`config.mk`:
```
export PLATFORM = sky130hd
export DESIGN_NAME = control_cmd
export DESIGN_NICKNAME = d
export VERILOG_FILES = /design/src/rtl/control_pkg.sv /design/src/rtl/control_counter.sv /design/src/rtl/control_cmd.sv
export SDC_FILE = /design/constraint.sdc
export NUM_CORES = 1
export LEC_CHECK = 0
export BUFFER_PORTS_ARGS = -buffer_cell sky130_fd_sc_hd__buf_2
export CAP_MARGIN = 20
export CORE_UTILIZATION = 50
export DETAILED_ROUTE_END_ITERATION = 6
export GPL_TIMING_DRIVEN = 0
export PLACE_DENSITY = 0.73
export SYNTH_ARGS = -nofsm -noshare
export SYNTH_HDL_FRONTEND = slang
export SYNTH_SLANG_ARGS = --single-unit
export TNS_END_PERCENT = 20
```
`constraint.sdc`:
```
create_clock -name iClock -period 2.4 [get_ports iClock]
set_input_delay 0.12 -clock iClock [delete_from_list [all_inputs] [get_ports iClock]]
set_output_delay 0.12 -clock iClock [all_outputs]
set_load 0.01 [all_outputs]
```
`src/rtl/control_pkg.sv`:
```
`timescale 1ns/100ps
// Shared definitions for the control_cmd block: FSM encoding, widths and the
// init-counter load helper.
package control_pkg;

    localparam int CTRL_WIDTH = 32;
    localparam int INIT_CNT_W = 8;

    typedef enum logic [1:0] {
        ST_IDLE = 2'd0,
        ST_INIT = 2'd1,
        ST_RUN  = 2'd2,
        ST_HOLD = 2'd3
    } state_t;

    // INIT is left when the counter reads zero, so it is loaded with cycles-1.
    function automatic logic [INIT_CNT_W-1:0] init_load(input int cycles);
        return INIT_CNT_W'(cycles - 1);
    endfunction

endpackage

```
`src/rtl/control_counter.sv`:
```
`timescale 1ns/100ps
// WIDTH-bit enabled incrementer with registered valid strobe and wrap pulse.
// Asynchronous active-low clear.
module control_counter
    import control_pkg::*;
#(
    parameter int WIDTH = CTRL_WIDTH
) (
    input  logic             clk,
    input  logic             rst_n,
    input  logic             enable,
    output logic [WIDTH-1:0] count,
    output logic             valid,
    output logic             wrap
);

    localparam logic [WIDTH-1:0] ONE = {{(WIDTH-1){1'b0}}, 1'b1};

    always_ff @(posedge clk or negedge rst_n) begin
        if (!rst_n) begin
            count <= '0;
            valid <= 1'b0;
            wrap  <= 1'b0;
        end else begin
            // valid/wrap describe the increment taken on this edge, so wrap implies valid.
            valid <= enable;
            wrap  <= enable && (count == '1);
            if (enable) begin
                count <= count + ONE;
            end
        end
    end

endmodule

```
`src/rtl/control_cmd.sv`:
```
`timescale 1ns/100ps
// Control block: sticky out-of-reset flag, fixed INIT delay, then a gated
// free-running data counter with valid strobe and wrap pulse.
module control_cmd
    import control_pkg::*;
#(
    parameter int WIDTH       = CTRL_WIDTH,
    parameter int INIT_CYCLES = 4
) (
    input  logic             iClock,
    input  logic             iReset_n,
    input  logic             iEnable,
    output logic             oPaseePorReset,
    output logic [WIDTH-1:0] oData,
    output logic             oValid,
    output logic             oWrap,
    output logic [1:0]       oState
);

    localparam logic [INIT_CNT_W-1:0] INIT_LOAD = init_load(INIT_CYCLES);
    localparam logic [INIT_CNT_W-1:0] CNT_ONE   = INIT_CNT_W'(1);

    state_t                state;
    logic [INIT_CNT_W-1:0] init_cnt;
    logic                  run_en;

    // Increments only on an edge seen in RUN, so the HOLD->RUN edge is a bubble.
    assign run_en = (state == ST_RUN) && iEnable;
    assign oState = state;

    always_ff @(posedge iClock or negedge iReset_n) begin
        if (!iReset_n) begin
            state          <= ST_IDLE;
            init_cnt       <= '0;
            oPaseePorReset <= 1'b0;
        end else begin
            case (state)
                ST_IDLE: begin
                    state          <= ST_INIT;
                    oPaseePorReset <= 1'b1;
                    init_cnt       <= INIT_LOAD;
                end
                ST_INIT: begin
                    if (init_cnt == '0) begin
                        state <= ST_RUN;
                    end else begin
                        init_cnt <= init_cnt - CNT_ONE;
                    end
                end
                ST_RUN: begin
                    if (!iEnable) begin
                        state <= ST_HOLD;
                    end
                end
                ST_HOLD: begin
                    if (iEnable) begin
                        state <= ST_RUN;
                    end
                end
                default: state <= ST_IDLE;
            endcase
        end
    end

    control_counter #(
        .WIDTH (WIDTH)
    ) u_counter (
        .clk    (iClock),
        .rst_n  (iReset_n),
        .enable (run_en),
        .count  (oData),
        .valid  (oValid),
        .wrap   (oWrap)
    );

endmodule

```
==> metrics.txt <==
outcome finished clean; DRC errors left 0; initial antenna violation count 0; worst skew pair latency 0.29 ns; sequential element share of the synthesized area 0.531; Max Freq 539 MHz; setup bufs post-CTS 0; GRT Total Usage 0.197; hold_sp iEnable; fin. max-slew vios 0; Max Cap Viol 0; Initial Util 0.526; slew of the pin with the lowest slew margin 0.632 ns; Leak Pwr 1.28 nW; Setup CP Type reg2reg; Main synth FF type dfrtp_1; die height 67.1 um; Die W 67.1 um; Detailed Place HPWL 2700 um; Comb pwr share 0.103; class of the worst hold path in2reg; CTS tree done; CTS buffer count 5; vias 1,530; layout cells sized above 1 0.241; crit share post-route 0.774; Reg2Reg Depth 6; Slew headroom 0.576; routed vias/inst 5.43; num ports 40; fin nets 238; Top Usage Layer GRT met1; arrival time worst endpoint 2.04 ns; global route overflow 0; Global Route met3 Usage 0.0428; Hold Vio Cnt, Final 0; post-synth top area share 0.531; die area 4510 um2; Setup crit end kind flop; Detailed Routing Iterations Pass 1 4; # clock sinks 45; Root Driver clkbuf_8; RR Endpoint init_cnt[3]$_DFFE_PN0P_; first-pass GRT wire length 6520 um; clock skew 0.00349 ns; Min-Delay Path Depth 2; Power, Total 1.48 mW; Clock Path Buffers 2; fin crit period 1.86 ns; synthesized area per cell 11.5 um2; Netlist cell types 38; RSZ-0062 raised after global routing no; Ys Warns 0; cell taking the most area after synthesis dfrtp_1; worst min-delay path endpoint oState[0]$_DFFE_PN0P_; Cell Int Power 1.10 mW; PD cells 594 nW/um2; Core ar. 4030 um2; buffers and inverters on the worst path 1; CP delay by family, top simple AND/OR/NAND/NOR gates; Psw 385 uW; DP Cell Count 273; number of enable flip-flop cells after synthesis 0; non-filler cells, final 282; Resized cells post-CTS 0; vias in the first global route 1,361; Critical R2R Launch init_cnt[1]$_DFFE_PN0P_; area grow syn2layout 17.6%; WHS 0.0803 ns; largest net degree at the start of global routing 46; Worst EP required 2.58 ns; htree depth 2; drt wl/cell 13.8 um; CP Cell Sequence inv_1 -> ha_1 -> nor3b_1 -> a21oi_1 -> and3_1 -> a211o_1; CP startpoint kind flop; worst vdd ir 0.347 mV; final wirelength 3900 um; Routability Congestion 0.765; Syn Nets 190; largest incremental delay on the critical path 0.40 ns; synthesized flop and latch total 45; Clock Power Share 0.315; Post-Syn Area 2120 um2; setup TNS 0 ns; Flop pwr share 0.582; largest cells by area after synthesis dfrtp_1 (53%), xnor2_1 (11%), nand4_1 (4.7%); met2 Use GR 0.280; met1 Resource Use GR 0.290; initial drt markers 108; async set or reset register ratio after synthesis 1.00; Worst path slowest cell dfrtp_1; setup violators final 0; Antenna Nets Post-Route 0; Switching Fraction 0.260; Reg2Reg Setup Slack 0.54 ns; PortBufs 39; Synth Instances 184; clock-pin slew on the worst setup and hold paths 0.08 ns; Core Rows 23; ANT cells 0; Max Fanout on Critical Path 5
-- metal layers --
metal | part of all wire | vias to the layer above
met4 | 0.014 | 0
met2 | 0.45 | 40
met5 | 0 | -
met1 | 0.49 | 726
li1 | - | 759
met3 | 0.044 | 5
-- Yosys cell counts (2+ instances only) --
| cell | number |
|---|---|
| dfrtp_1 | 45 |
| nor3_1 | 4 |
| nand4_1 | 16 |
| ha_1 | 3 |
| nor2_1 | 8 |
| o21ai_0 | 5 |
| mux2i_1 | 3 |
| nand2_1 | 14 |
| xnor2_1 | 26 |
| xor2_1 | 7 |
| a21oi_1 | 2 |
| and3_1 | 8 |
| inv_1 | 4 |
| nand3_1 | 9 |
| nor4_1 | 4 |
| and2_1 | 4 |
-- what timing repair did --
| item | 4_1_cts | 5_1_grt |
|---|---|---|
| endpoints found under the setup margin | 0 | 0 |
| hold endpoints to repair | 0 | 45 |
| hold buffers | 0 | 1 |
-- worst register-to-register path: stages (launching register included) --
cell     delay, ns
dfrtp_1       0.40
inv_1         0.10
ha_1          0.16
nor3b_1       0.36
a21oi_1       0.25
and3_1        0.23
a211o_1       0.25
-- through the flow --
stage               worst slack (ns)  utilization  cell area (um2)
finish                         0.543        0.619             2490
global route                   0.376        0.619             2490
CTS                            0.539        0.612             2460
detailed placement             0.544        0.590             2380
global placement               0.577        0.590             2380
floorplan                      0.732            -             2120
-- power by group through the flow --
| stage | sequential [mW] | clock, mW | combinational (mW) |
|---|---|---|---|
| 3_3_place_gp | 0.878 | 0 | 0.147 |
| 3_5_place_dp | 0.876 | 0 | 0.150 |
| 5_1_grt | 0.871 | 0.511 | 0.174 |
| 4_1_cts | 0.863 | 0.479 | 0.150 |
| 6_report | 0.862 | 0.467 | 0.153 |
| 2_1_floorplan | 0.887 | 0 | 0.0613 |
-- how the worst max path moves through the flow --
| stage | cells after the start | slack (ns) | end | start |
|---|---|---|---|---|
| after floorplan | 6 | 0.73 | init_cnt[3]$_DFFE_PN0P_ | init_cnt[0]$_DFFE_PN0P_ |
| after CTS | 6 | 0.54 | init_cnt[3]$_DFFE_PN0P_ | init_cnt[1]$_DFFE_PN0P_ |
| after global routing | 6 | 0.38 | init_cnt[3]$_DFFE_PN0P_ | init_cnt[1]$_DFFE_PN0P_ |
| after detailed placement | 6 | 0.54 | init_cnt[3]$_DFFE_PN0P_ | init_cnt[1]$_DFFE_PN0P_ |
| final | 6 | 0.54 | init_cnt[3]$_DFFE_PN0P_ | init_cnt[1]$_DFFE_PN0P_ |
| after global placement | 6 | 0.58 | init_cnt[3]$_DFFE_PN0P_ | init_cnt[1]$_DFFE_PN0P_ |
-- sequential cells by signal, summed over array words and instances, names as in the netlist --
signal           count
u_counter.count     32
init_cnt             8
oState               2
oPaseePorReset       1
u_counter.valid      1
u_counter.wrap       1
-- cells in the final DEF (no fill, tap or decap), types with 2 or more instances in the layout --
cell and instances:
nand2_1 14, xor2_1 7, ha_1 3, o21ai_0 5, mux2i_1 3, nand4_1 16
a21oi_1 2, nand3_1 9, nor2_1 8, dfrtp_1 45, xnor2_1 26, and2_1 4
nor3_1 4, nor4_1 4, and3_1 8, clkbuf_8 6, inv_1 4, buf_2 39
-- cell type report --
cell class	count	area [um2]
inverters	4	15.0
clock buffers	7	86.3
well taps	50	62.6
fillers	352	1530
plain buffers	1	11.3
multi-input cells	134	968
repair buffers	41	225
flip-flops and latches	45	1130
-- cells by family (layout without fill, tap and decap cells) --
kind of cell	count (synthesis)	in the layout	synth area share
DFF	45	45	0.531
and+or+nand+nor	81	81	0.244
AOI/OAI and AO/OA	14	14	0.0448
muxes	3	3	0.0142
xor gates and xnor gates	33	33	0.136
buffers and inverters	5	53	0.0124
adders and majority gates	3	3	0.0177
No activity file was read; power rests on OpenSTA's default activity.
